**config.mk**
```make
export PLATFORM = sky130hd
export DESIGN_NAME = phase_tick_gen
export DESIGN_NICKNAME = d
export VERILOG_FILES = /design/src/rtl/phase_tick_gen.sv
export SDC_FILE = /design/constraint.sdc
export NUM_CORES = 1
export LEC_CHECK = 0
export ABC_CLOCK_PERIOD_IN_PS = 2330
export CAP_MARGIN = 5
export CORE_AREA = 2 2 82 84
export CTS_BUF_LIST = sky130_fd_sc_hd__clkbuf_16
export DETAILED_ROUTE_END_ITERATION = 12
export DIE_AREA = 0 0 84 86
export HOLD_SLACK_MARGIN = 0.02
export PLACE_DENSITY = 0.87
export SYNTH_ARGS = -nofsm -noshare
export SYNTH_HDL_FRONTEND = slang
export SYNTH_SLANG_ARGS = --single-unit
```
**constraint.sdc**
```tcl
create_clock -name clk -period 2.33 [get_ports clk]
set_input_delay 0.233 -clock clk [delete_from_list [all_inputs] [get_ports clk]]
set_output_delay 0.233 -clock clk [all_outputs]
set_load 0.05 [all_outputs]
```
**src/rtl/phase_tick_gen.sv**
```systemverilog
// -----------------------------------------------------------------------------
// phase_tick_gen
//
// Upstream timing stage for the traffic-light sequencer. Each of the four
// phases is timed for a switch-programmed number of seconds. When the time
// runs out, or when a debounced btnC press arrives, the block emits a
// one-clock `trig` pulse and moves on to the next phase.
//
// Ports:
//   clk        system clock
//   rst_n      asynchronous active-low reset
//   btnC       raw manual-advance pushbutton (asynchronous, bouncy)
//   sw[15:0]   per-phase durations in seconds, 4 bits per phase
//              (sw[3:0] phase 0 ... sw[15:12] phase 3); 0 selects DEFAULT_SECS
//   trig       one-clock advance pulse to the sequencer
//   phase      index of the phase currently being timed
//   secs_left  whole seconds remaining in the current phase
// -----------------------------------------------------------------------------
module phase_tick_gen #(
  parameter int unsigned TICK_DIV        = 100_000_000,
  parameter int unsigned DEBOUNCE_CYCLES = 1_000_000,
  parameter int unsigned DEFAULT_SECS    = 5
) (
  input  logic        clk,
  input  logic        rst_n,
  input  logic        btnC,
  input  logic [15:0] sw,
  output logic        trig,
  output logic [1:0]  phase,
  output logic [3:0]  secs_left
);

  localparam int unsigned PW = (TICK_DIV > 2) ? $clog2(TICK_DIV) : 1;
  localparam int unsigned DW = (DEBOUNCE_CYCLES > 1) ? $clog2(DEBOUNCE_CYCLES + 1) : 1;

  localparam logic [PW-1:0] TICK_LAST     = PW'(TICK_DIV - 1);
  localparam logic [DW-1:0] DB_LAST       = DW'(DEBOUNCE_CYCLES - 1);
  localparam logic [3:0]    DEFAULT_FIELD = 4'(DEFAULT_SECS);

  typedef enum logic [1:0] {
    ST_LOAD  = 2'd0,
    ST_COUNT = 2'd1,
    ST_FIRE  = 2'd2
  } state_e;

  // ---------------------------------------------------------------------------
  // Button path: 2-flop synchronizer, debounce counter, rising-edge pulse
  // ---------------------------------------------------------------------------
  logic          sync1_q, sync2_q;
  logic          db_level_q, db_level_d;
  logic [DW-1:0] db_cnt_q, db_cnt_d;
  logic          btn_pulse_q, btn_pulse_d;

  // NOTE: every signal assigned in an always_comb gets a default first, so no
  // path through the block leaves it unassigned and no latch is inferred.
  always_comb begin
    db_level_d = db_level_q;
    db_cnt_d   = '0;
    // The counter only runs while the synced input disagrees with the
    // debounced level; any agreement (a bounce back) restarts it from zero.
    if (sync2_q != db_level_q) begin
      if (db_cnt_q == DB_LAST) begin
        db_level_d = sync2_q;
      end else begin
        db_cnt_d = db_cnt_q + DW'(1);
      end
    end
    // Press edges only; releases are ignored.
    btn_pulse_d = db_level_d & ~db_level_q;
  end

  // NOTE: sequential state is updated only with non-blocking assignments so
  // every flop samples the pre-edge values of its neighbours.
  always_ff @(posedge clk or negedge rst_n) begin
    if (!rst_n) begin
      sync1_q     <= 1'b0;
      sync2_q     <= 1'b0;
      db_level_q  <= 1'b0;
      db_cnt_q    <= '0;
      btn_pulse_q <= 1'b0;
    end else begin
      sync1_q     <= btnC;
      sync2_q     <= sync1_q;
      db_level_q  <= db_level_d;
      db_cnt_q    <= db_cnt_d;
      btn_pulse_q <= btn_pulse_d;
    end
  end

  // ---------------------------------------------------------------------------
  // Phase timer FSM with one-second prescaler
  // ---------------------------------------------------------------------------
  state_e        state_q, state_d;
  logic [PW-1:0] presc_q, presc_d;
  logic          trig_q, trig_d;
  logic [1:0]    phase_q, phase_d;
  logic [3:0]    secs_q, secs_d;

  logic          sec_tick;
  logic [3:0]    field_raw;
  logic [3:0]    field_secs;

  assign sec_tick = (state_q == ST_COUNT) && (presc_q == TICK_LAST);

  // Duration field for the phase about to be loaded; 0 means "use default".
  always_comb begin
    case (phase_q)
      2'd0:    field_raw = sw[3:0];
      2'd1:    field_raw = sw[7:4];
      2'd2:    field_raw = sw[11:8];
      default: field_raw = sw[15:12];
    endcase
    field_secs = (field_raw == 4'd0) ? DEFAULT_FIELD : field_raw;
  end

  always_comb begin
    state_d = state_q;
    presc_d = presc_q;
    trig_d  = 1'b0;
    phase_d = phase_q;
    secs_d  = secs_q;
    case (state_q)
      ST_LOAD: begin
        // sw is sampled only here, so mid-phase changes wait for the next entry.
        secs_d  = field_secs;
        presc_d = '0;
        state_d = ST_COUNT;
      end
      ST_COUNT: begin
        presc_d = sec_tick ? '0 : presc_q + PW'(1);
        // A button press and an expiry in the same cycle share one advance.
        if (btn_pulse_q || (sec_tick && secs_q == 4'd1)) begin
          state_d = ST_FIRE;
          trig_d  = 1'b1;
          phase_d = phase_q + 2'd1;
        end else if (sec_tick) begin
          secs_d = secs_q - 4'd1;
        end
      end
      ST_FIRE: begin
        // trig_d defaults low, ending the pulse after one cycle.
        state_d = ST_LOAD;
      end
      default: begin
        state_d = ST_LOAD;
      end
    endcase
  end

  // NOTE: the reset branch clears every flop, outputs included, so the
  // outputs drop to zero as soon as rst_n falls without waiting for clk.
  always_ff @(posedge clk or negedge rst_n) begin
    if (!rst_n) begin
      state_q <= ST_LOAD;
      presc_q <= '0;
      trig_q  <= 1'b0;
      phase_q <= 2'd0;
      secs_q  <= 4'd0;
    end else begin
      state_q <= state_d;
      presc_q <= presc_d;
      trig_q  <= trig_d;
      phase_q <= phase_d;
      secs_q  <= secs_d;
    end
  end

  assign trig      = trig_q;
  assign phase     = phase_q;
  assign secs_left = secs_q;

endmodule

```
* Word level (Yosys, flattened, before mapping)
Index checks and enable logic that the tools add are counted.
** Cells by class
- Mux-type cells :: 15
- Reduce and logical (&&, ||, !) cells :: 9
- Bitwise gates (word level) :: 2
- Add/subtract/negate cells :: 4
- Div/mod/pow operators :: 0
- Order comparisons :: 0
- $mul :: 0
- Shift operators :: 0
- Equality and inequality tests :: 10
** Operators with widths (number)
- case mux 27 bit (2 select lines) :: 1
- two-way mux 20 bit :: 2
- adder 27 x 1 -> 27 bit, second input constant :: 1
- == test 27 bit, second input constant :: 1
- two-way mux 27 bit :: 1
- adder 20 x 1 -> 20 bit, second input constant :: 1
- == test 20 bit, second input constant :: 1
- two-way mux 4 bit :: 3
- case mux 4 bit (3 select lines) :: 1
- case mux 4 bit (2 select lines) :: 1
- == test 2 x 1 -> 1 bit, second input constant :: 2
- == test 4 x 1 -> 1 bit, second input constant :: 1
- logical NOT 2 bit :: 2
- logical NOT 4 bit :: 1
- two-way mux 1 bit :: 4
- inequality test 2 bit, second input constant :: 2
- case mux 2 bit (2 select lines) :: 1
- subtractor 4 x 1 -> 4 bit, second input constant :: 1
- AND reduction 3 bit :: 1
- adder 2 x 1 -> 2 bit, second input constant :: 1
- == test 2 bit, second input constant :: 1
- logical AND 1 bit :: 2
- two-way mux 2 bit :: 1
- inequality test 2 x 1 -> 1 bit, second input constant :: 1
- other kinds (6) :: 6
** Word-level totals
- Output and inout port bits :: 7
- Bits in writable memories :: 0
- Word-level logic and storage cells :: 50
- Bits in read-only memories :: 0
- Bits in latches :: 0
- Bits of input ports :: 19
- Memories :: 0
- Flip-flop bits (word level) :: 60

* Logic depth before layout (Yosys ltp)
- Depth in word-level cells :: 6
- Depth in mapped cells :: 9
- Depth with buffers taken out :: 7

* Least setup slack after synthesis
Ideal clock, no wire load.
- Path type :: flip-flop to flip-flop
- Start :: reg secs_q[1] (netlist: secs_left[1])
- End :: reg secs_q[1] (netlist: secs_left[1])
- Clock period less this slack :: 2.091 ns
- Stages on the path, launching flop included :: 8
- Arrival :: 1.965 ns
- Setup slack :: 0.239 ns
- Path buffers :: 0
- Library setup time :: 0.126 ns
- Required time :: 2.204 ns
- Cells stage by stage :: dfrtp_1 inv_1 ha_1 nor3b_1 nor2_1 nand3_4 mux2_4 a221o_1
** On the way
- Word-level cells in the longest chain between the ends :: 5
- Elaborated cells on any way between the ends :: 9
- Classes of those cells :: 1 x add/sub; 2 x eq/ne; 3 x mux; 3 x reduce/logical
** RTL lines
- from (decl) :: RTL line 97 : logic [3:0] secs_q, secs_d;
- from (signal assigned) :: RTL line 164 : secs_q <= secs_d;
- parallel branches: the longest is 5 deep, another holds subtractor 4 x 1 -> 4 bit
Several ways; the timed one is not identified. The select of a mux whose other input is x is not followed.
A chain may end at the register's enable or synchronous reset.

* Worst setup path after layout
- Start :: reg presc_q[0]
- End :: reg presc_q[26]
** On the way
- Word-level cells in the longest chain between the ends :: 4
- Elaborated cells on any way between the ends :: 5
- Classes of those cells :: 1 x add/sub; 1 x eq/ne; 2 x mux; 1 x reduce/logical
** RTL lines
- from (decl) :: RTL line 94 : logic [PW-1:0] presc_q, presc_d;
- from (signal assigned) :: RTL line 161 : presc_q <= presc_d;
- parallel branches: the longest is 2 deep, another holds adder 27 x 1 -> 27 bit
- two-way mux 27 bit * :: RTL line 130 : presc_d = sec_tick ? '0 : presc_q + PW'(1);
- case mux 27 bit (2 select lines) * :: RTL line 122 : case (state_q)
Mark *: on every way between the ends.

==> impl_metrics.tcl <==
set metrics [dict create \
    status "completed" \
    synth.most_common_cell "dfrtp_1" \
    synth_top_area_cell "dfrtp_1" \
    n_fill_cell 459 \
    dr_total_vias 2891 \
    reg2reg_depth 6 \
    synth_top_area_frac 0.440 \
    grt_pass1_vias 2833 \
    diodes 0 \
    finalClockSkew_ns 0.00934 \
    crit_chain "ha_1 > nand3_2 > nor4_4 > nand4_1 > or3_1 > o21ai_1" \
    fp.dieArea_sq_mm 0.00722 \
    die_h_um 86 \
    worstReg2RegEnd "presc_q[26]" \
    cts_buffers 9 \
    powerDensity_mw_per_mm2 637 \
    crit_path_max_incr_delay_ns 0.56 \
    avgSynthCellArea_sq_um 9.53 \
    cp-end-kind "flop" \
    final_cells 472 \
    fin_setup_tns_ns 0 \
    io-pin-count 26 \
    synth_edf_count 0 \
    slew_headroom 0.598 \
    htree_levels 3 \
    wire_per_inst_um 16.0 \
    io_buffers 25 \
    grtUsageTotal 0.228 \
    drcViolationCount 0 \
    slew_violations 0 \
    syn_nets 385 \
    startpoint "presc_q[0]" \
    syn_inst 358 \
    worst-path-max-fanout 9 \
    clk_path_buf_depth 2 \
    cp.required_ns 2.57 \
    fp.dieW_um 84 \
    hold_class "in2async" \
    wl_mm 7.56 \
    multiInputGateArea_sq_mm 0.00174 \
    reg2reg_slack_ns 0.17 \
    worstSkewPairLatency_ns 0.33 \
    num_rows 29 \
    timing.final.hold_violations 0 \
    grt_max_degree 36 \
    ys_types 58 \
    synth_common_cells "60 x dfrtp_1, 35 x nand2_1, 31 x nor2_1, 25 x nand3_1, 17 x a21oi_1" \
    cp.arrival_ns 2.40 \
    start_util 0.543 \
    syn2layout_area_growth_pct 19.0 \
    dp_hpwl_mm 5.17 \
    synth_warnings 0 \
    ys_seq_area_frac 0.440 \
    synthFlopType "dfrtp_1" \
    crit_path_start_kind "flop" \
    post-route-period-util 0.927 \
    rsz0062_at_grt "no" \
    critPathKind "reg2reg" \
    worst_pin_slew_ns 0.597 \
    vias_per_cell 6.13 \
    core_area_sq_mm 0.00628 \
    clkTransAtPathRegs_ns 0.06 \
    cts_resized 0 \
    synth_seq_cells 60 \
    hold_ws_ns 0.323 \
    dr.pass1.iters 5 \
    postRouteAntennaNets 0 \
    post_cts_buffers 0 \
    cts-root-buf "clkbuf_16" \
    async_flop_share 1.00 \
    min_period_ns 2.16 \
    cts_tree "yes" \
    finalPower_mw 2.59 \
    cap_violations 0 \
    cts_hold_buf 1 \
    grt_pass1_wl_mm 13.2 \
    fmax_mhz 463 \
    grt-ovfl-total 0 \
    antenna_found_initial 0 \
    dp_cells 455 \
    synth_area_leaders "dfrtp_1 44%, nand2_1 3.9%, nand3_1 3.7%, nor2_1 3.4%, xnor2_1 3.3%" \
    netlist_area_sq_mm 0.00341 \
    nets 417 \
    p_leak_nw 1.78 \
    drive_above_1_share 0.0987 \
    first_iter_violations 210 \
    clock-sinks 60 \
    place_congestion 0.807 \
    ir_drop_v 0.000502 \
    rr_startpoint "presc_q[0]" \
    setup_viol 0 \
    slowest_stage "nor4_4" \
    seq_area_sq_mm 0.00150 \
]
-- stage by stage --
step / setup WS, ns / util / cell area [sq um]
global route: 0.0765 / 0.647 / 4060
global placement: 0.298 / 0.595 / 3730
CTS: 0.195 / 0.647 / 4060
floorplan: 0.239 / - / 3410
detailed placement: 0.219 / 0.595 / 3730
finish: 0.171 / 0.647 / 4060
-- power by group --
| part | leakage, nW | internal [mW] | switching [mW] | total [mW] |
|---|---|---|---|---|
| combinational | 0.814 | 0.0530 | 0.0588 | 0.112 |
| clock | 0.155 | 0.931 | 0.481 | 1.41 |
| sequential | 0.806 | 1.05 | 0.0118 | 1.06 |
| total | 1.78 | 2.04 | 0.551 | 2.59 |
-- cells in the final DEF (no fill, tap or decap), types with 5 or more instances in the layout --
cell type and count:
nand4_1 11, clkdlybuf4s50_1 24, and4_1 6, nor2_1 31, nand3_1 25, a31oi_1 11
xnor2_1 13, nor4_1 8, and3_1 5, nand2b_1 5, dfrtp_1 60, clkbuf_16 9
o21ai_0 10, a21o_1 6, inv_1 16, nand2_1 35, xor2_1 8, a21oi_1 17
mux2i_1 5, buf_4 9, ha_1 8, nor3_1 8, or3_1 5
-- layer usage --
layer | routed length [um] | GRT usage
met1 | 3310 | 0.287
met2 | 3770 | 0.369
met3 | 284 | 0.0500
met4 | 188 | 0.120
met5 | 0 | 0
-- flip-flops by register name (all words and copies together), names as in the netlist --
signal / count
phase: 2
trig: 1
db_level_q: 1
presc_q: 27
secs_left: 4
sync2_q: 1
sync1_q: 1
btn_pulse_q: 1
state_q: 2
db_cnt_q: 20
-- how the worst max path moves through the flow --
stage | to | slack, ns | depth (start not counted)
CTS | presc_q[26] | 0.20 | 6
finish | presc_q[26] | 0.17 | 6
global route | presc_q[26] | 0.08 | 6
detailed placement | phase[1] | 0.22 | 6
floorplan | secs_left[1] | 0.24 | 7
global placement | phase[1] | 0.30 | 6
-- kinds of logic (layout without fill, tap and decap cells) --
logic type / after synthesis / count (layout) / share of synthesized area
simple gates: 159 / 159 / 0.262
compound gates: 71 / 71 / 0.141
flops: 60 / 60 / 0.440
buf+inv: 31 / 68 / 0.0488
xor+xnor: 21 / 21 / 0.0539
fa+ha+maj: 8 / 8 / 0.0293
mux: 8 / 8 / 0.0257
-- layout make-up --
type,count,share of cell area
Inverter,16,0.0148
Timing Repair Buffer,36,0.0844
Clock inverter,7,0.0225
Multi-Input combinational cell,267,0.429
Clock buffer,9,0.0555
Tap cell,77,0.0237
Sequential cell,60,0.370
-- critical path: cells and delay by family (launching register included) --
kind | cells | cell delay, ns
simple gates | 4 | 1.28
compound gates | 1 | 0.11
flops | 1 | 0.43
fa+ha+maj | 1 | 0.25
No activity file was read; power rests on OpenSTA's default activity.
